`config.mk`:
```
export PLATFORM = sky130hd
export DESIGN_NAME = alu32_reg
export DESIGN_NICKNAME = d
export VERILOG_FILES = /design/src/rtl/alu32_reg.sv
export SDC_FILE = /design/constraint.sdc
export NUM_CORES = 1
export LEC_CHECK = 0
export ABC_AREA = 1
export CAP_MARGIN = 20
export CORE_MARGIN = 8
export CORE_UTILIZATION = 30
export DETAILED_ROUTE_END_ITERATION = 7
export PLACE_DENSITY = 0.58
export SLEW_MARGIN = 20
export SYNTH_ARGS = -nofsm -noshare
export SYNTH_HDL_FRONTEND = slang
export SYNTH_SLANG_ARGS = --single-unit
```
`constraint.sdc`:
```
create_clock -name clk -period 0.99 [get_ports clk]
set_input_delay 0.198 -clock clk [delete_from_list [all_inputs] [get_ports clk]]
set_output_delay 0.198 -clock clk [all_outputs]
set_load 0.02 [all_outputs]
```
`src/rtl/alu32_reg.sv`:
```
// Registered ALU execute stage: add/and/or/mul/sub/unsigned-slt with a zero flag.
// Optional build macro ALU_XOR_OP_EN makes opcode 111 compute A ^ B instead of 0.
module alu32_reg #(
  parameter int WIDTH = 32
) (
  input  logic             clk,
  input  logic             rst,
  input  logic             in_valid,
  input  logic [WIDTH-1:0] A,
  input  logic [WIDTH-1:0] B,
  input  logic [2:0]       sel,
  output logic [WIDTH-1:0] R,
  output logic             Z,
  output logic             out_valid
);

  logic [WIDTH-1:0] res;
  logic [WIDTH-1:0] r_d, r_q;
  logic             z_d, z_q;
  logic             vld_d, vld_q;

  function automatic logic [WIDTH-1:0] alu_op(input logic [2:0] op,
                                               input logic [WIDTH-1:0] a,
                                               input logic [WIDTH-1:0] b);
    logic [WIDTH-1:0] y;
    y = '0;
    case (op)
      3'b001:  y = a + b;
      3'b010:  y = a & b;
      3'b011:  y = a | b;
      // Product is evaluated at WIDTH bits, so the upper half is dropped.
      3'b100:  y = a * b;
      3'b101:  y = a - b;
      3'b110:  y = {{(WIDTH-1){1'b0}}, (a < b)};
`ifdef ALU_XOR_OP_EN
      3'b111:  y = a ^ b;
`else
      3'b111:  y = '0;
`endif
      default: y = '0;
    endcase
    return y;
  endfunction

  assign res = alu_op(sel, A, B);

  always_comb begin
    r_d   = r_q;
    z_d   = z_q;
    vld_d = 1'b0;
    if (in_valid) begin
      r_d   = res;
      z_d   = (res == '0);
      vld_d = 1'b1;
    end
  end

  // Execute stage output register
  always_ff @(posedge clk or posedge rst) begin
    if (rst) begin
      r_q   <= '0;
      z_q   <= 1'b1;
      vld_q <= 1'b0;
    end else begin
      r_q   <= r_d;
      z_q   <= z_d;
      vld_q <= vld_d;
    end
  end

  assign R         = r_q;
  assign Z         = z_q;
  assign out_valid = vld_q;

endmodule

```
## Word-level counts from Yosys, hierarchy flattened

Cells that the tools add are included.

- Register bits after elaboration: 34
- Input port bits: 70
- Word-level logic and storage cells: 18

- Magnitude comparators: 1
- Eq/ne operators: 6
- Add/sub/neg operators: 2
- Reduce and logical (&&, ||, !) cells: 1
- $mul: 1
- Mux-type cells: 2
- Bitwise logic cells: 2

Operators by type and width:

| kind | count |
|---|---|
| $pmux W32 S6 | 1 |
| $add A32 B32 Y32 | 1 |
| $and A32 B32 Y32 | 1 |
| $logic_not A32 Y1 | 1 |
| $lt A32 B32 Y1 | 1 |
| $mul A32 B32 Y32 | 1 |
| $or A32 B32 Y32 | 1 |
| $sub A32 B32 Y32 | 1 |
| $eq A3 B3 Y1 const B | 3 |
| $eq A3 B2 Y1 const B | 2 |
| $eq A3 B1 Y1 const B | 1 |
| $mux W1 | 1 |

## Depth between registers and ports, before layout

Gate-level depths: netlist (run 1).

- Word-level depth: 3
- Mapped depth: 41
- Mapped depth without buffers: 40

## Worst setup path after synthesis (run 1)

No wires, ideal clock.

- Path kind: input to register
- Start point: in A[12]
- End point: reg z_q, in the netlist Z
- Stages: 32
- Buffers on the path: 2
- Slack: -5.624 ns
- Library setup time: 0.061 ns
- Arrival time: 6.553 ns
- Cells stage by stage: clkbuf_1 buf_1 nand2_1 inv_1 fa_1 fa_1 fa_1 inv_1 fa_1 inv_1 fa_1 inv_1 fa_1 inv_1 fa_1 fa_1 ha_1 nand2_1 nor2_1 inv_1 a21oi_1 nor2_1 or2_2 nand3_1 nand2_1 nand3_1 nand4_1 nor2_1 nand4_1 nor2_1 nand4_1 nand2_1

- Cells in the longest elaborated chain, start to end: 3

RTL lines:

| item | RTL line | RTL |
|---|---|---|
| from (decl) | 9 | `input logic [WIDTH-1:0] A,` |
| $mul A32 B32 Y32, or another cell as far along | 32 | `3'b100: y = a * b;` |
| $pmux W32 S6 (*) | 27 | `case (op)` |
| $logic_not A32 Y1 (*) | 53 | `z_d = (res == '0);` |
| to (signal assigned) | 66 | `z_q <= z_d;` |
| to (decl) | 19 | `logic z_d, z_q;` |

Mark *: on every way between the ends. The rest lies on a longest branch, timed or not.
A chain may end at the register's enable or synchronous reset.

## Final worst setup path (run 1)

- Start point: in A[15]
- End point: reg z_q, in the netlist Z

The elaborated chain is that of the path after synthesis.

==> key figures, run 1 <==
Status
  • Outcome: finished, violations left
  • Violated checks: setup timing

Cells and area
  • Area growth syn-to-layout: 54.8%
  • Post-Route Utilization: 46.7%
  • Share of layout cells above drive strength 1: 35.1%
  • Fin nets: 5065
  • Commonest non-fill, non-tap cell in the layout: inv_1
  • Most frequent cells in the layout: 851 x inv_1, 847 x nand2_1, 694 x buf_4, 336 x fa_1, 147 x nor2_1
  • Layout Cells excl Fill: 5418
  • Fillers: 7614

Floorplan
  • Die Width: 297 um
  • Initial Util: 30.2%
  • I/O Pins: 104
  • Die area: 88500 um2
  • Std-Cell Rows: 103
  • Area of the core: 78700 um2
  • Vert. Die Dim: 297 um

Route
  • Via Count: 25700
  • WL final: 106 mm
  • Vias/cell: 4.75
  • Drt pass-1 iters: 6
  • # DRC: 0
  • DRT antenna net count: 0
  • Iter 0 DRT Violations: 1938
  • WL/cell: 19.5 um

Logic synthesis
  • Total nets after synthesis: 4242
  • Synthesized area: 23800 um2
  • Avg Inst Size Synth: 6.71 um2
  • Synth area leader: fa_1
  • Top cell type's share of synthesized area: 34.5%
  • Warnings, synthesis: 0
  • Post-synthesis cell count: 3543
  • Count of cell types in the netlist: 48
  • Synth Register Bits: 34
  • Sequential share of the synthesized area: 3.58%
  • Top post-synthesis cells by area: fa_1 35%, nand2_1 15%, inv_1 15%, ha_1 12%, dfrtp_1 3.5%

Placement
  • Place WS: -6.59 ns
  • RePlAce Congestion: 1.01
  • # placed instances: 5231
  • PortBufs: 103
  • Detail Placement HPWL: 81.5 mm

Clock network
  • TritonCTS Buffers: 5
  • CTS tree: built
  • Maximum root-to-sink buffer count: 2
  • Clock transition at the registers of the reported paths: 0.05 ns
  • Worst skew pair latency: 0.28 ns
  • Max H-tree Level: 2
  • Root Driver: clkbuf_16
  • Post-CTS Hold Buffers: 0
  • CTS sink count: 34

Setup path
  • Critical Path Start Type: primary input
  • R2R Path End: R[12]
  • WS Path Type: primary input to register
  • Worst path top cell family by delay: adder cells
  • CP max stage cell: fa_2
  • R2R Path Start: R[12]
  • Worst path max stage delay: 0.61 ns
  • CP endpoint kind: register
  • CP Buf/Inv Count: 9
  • Max Fanout on Critical Path: 7
  • Crit path required time: 1.21 ns
  • Worst Path Arrival: 6.93 ns
  • R2R cell count: 4
  • Crit path top cell by count: fa_1
  • Worst path depth: 30
  • Worst R2R Setup Slack: 0.10 ns

GRT
  • Global Route Usage Sum: 23.2%
  • First-pass GRT wire length: 159 mm
  • Antenna violations before repair: 3
  • GRT overflow: 0
  • Vias in the first global route: 26600
  • Largest net degree at the start of global routing: 35

STA
  • Hold Fails Final Rpt: 0
  • RSZ-0062 raised after global routing: true
  • Final Cycle Share: 677%
  • Slew Viols, Final: 0
  • Max Freq: 0.149 GHz
  • Hold slack: 0.262 ns
  • Final worst setup slack: -5.71 ns
  • Relative slew slack: 63.9%
  • Fin crit period: 6.70 ns
  • Clock Skews: 0 ns
  • Setup violations, final: 65
  • Worst slew pin tran: 0.539 ns

Worst hold path
  • HP Class: primary input to async pin

Run
  • Number of max-cap violations: 0
[stage by stage]
step           TNS, ns  instance area, um2
4_1_cts        -148.53               35400
2_1_floorplan  -129.67               25000
5_1_grt        -152.23               36800
3_5_place_dp   -180.81               31900
6_report       -146.99               36800
3_3_place_gp   -180.16               31900
[cells by family (layout without fill, tap and decap cells)]
kind of cell / count (synthesis) / in the layout / synth area share [%]
simple gates: 1422 / 1422 / 24.5
buf+inv: 1106 / 1930 / 17.7
fa+ha+maj: 629 / 629 / 46.1
compound gates: 342 / 342 / 7.82
flops: 34 / 34 / 3.58
xor+xnor: 10 / 10 / 0.368
other cells: 0 / 1 / 0
[repair_timing]
action,4_1_cts,5_1_grt
endpoints found under the setup margin,67,67
pin swaps,281,225
resized for setup,895,324
gates cloned,19,0
buffers inserted,147,38
[area by class of cell]
cell class                 instances  area (um2)  share of cell area (%)
antenna                            1        2.50                 0.00680
clock buffer                       7         143                   0.388
clock inverter                     1        5.00                  0.0136
inverter                         961        3620                    9.85
multi-input combinational       2403       21700                    58.9
sequential                        34         852                    2.32
tap                             1050        1310                    3.57
timing repair buffer             961        9190                    25.0
[how the worst max path moves through the flow]
stage                from  to  slack (ns)
CTS                  B[2]   Z       -5.58
floorplan            B[7]   Z       -5.16
global placement     B[5]   Z       -6.54
global route        A[12]   Z       -5.85
detailed placement   B[5]   Z       -6.59
finish              A[15]   Z       -5.71
[state kept, by name, indices dropped and copies added, names as in the netlist]
| signal | cells |
|---|---|
| R | 32 |
| Z | 1 |
| out_valid | 1 |
[metal layers]
| layer | up-vias | routed length (um) | track usage (%) |
|---|---|---|---|
| met5 | - | 10 | 0 |
| met4 | 2 | 6250 | 9.71 |
| met3 | 242 | 7900 | 3.45 |
| met2 | 966 | 49200 | 39.4 |
| met1 | 12400 | 42100 | 29.4 |
| li1 | 12100 | - | - |
[Yosys cell counts (all sizes together)]
master / count
nand2: 963
inv: 959
fa: 410
ha: 219
nor2: 192
a21oi: 167
nand3: 165
o21ai: 125
clkbuf: 96
buf: 49
nand4: 46
dfrtp: 33
nor3: 30
o21bai: 12
or2: 10
nand3b: 9
a21o: 8
xor2: 7
o211ai: 6
o21a: 5
a21boi: 4
a31oi: 4
nor4: 4
o221ai: 4
xnor2: 3
a221oi: 2
clkinv: 2
nor3b: 2
o22ai: 2
o31ai: 2
a2111oi: 1
and3: 1
dfstp: 1
[worst min-delay path, stage by stage]
cell and delay [ns]:
clkdlybuf4s50_1 0.40, inv_1 0.09, buf_12 0.22
Power of run 1 is left out: the tool's default activity adds up to more than one toggle a clock period on the data nets, which glitch-free logic cannot reach.
==> inputs of run 2 (changes only) <==
--- a/config.mk
+++ b/config.mk
@@ -10,6 +10,7 @@
 export CORE_MARGIN = 8
 export CORE_UTILIZATION = 30
 export DETAILED_ROUTE_END_ITERATION = 7
+export HOLD_SLACK_MARGIN = 0.03
 export PLACE_DENSITY = 0.58
 export SLEW_MARGIN = 20
 export SYNTH_ARGS = -nofsm -noshare
==> results of run 2 <==
The final DEF is identical to that of run 1; final timing and power are the same.
Power of run 2 is left out for the same reason.
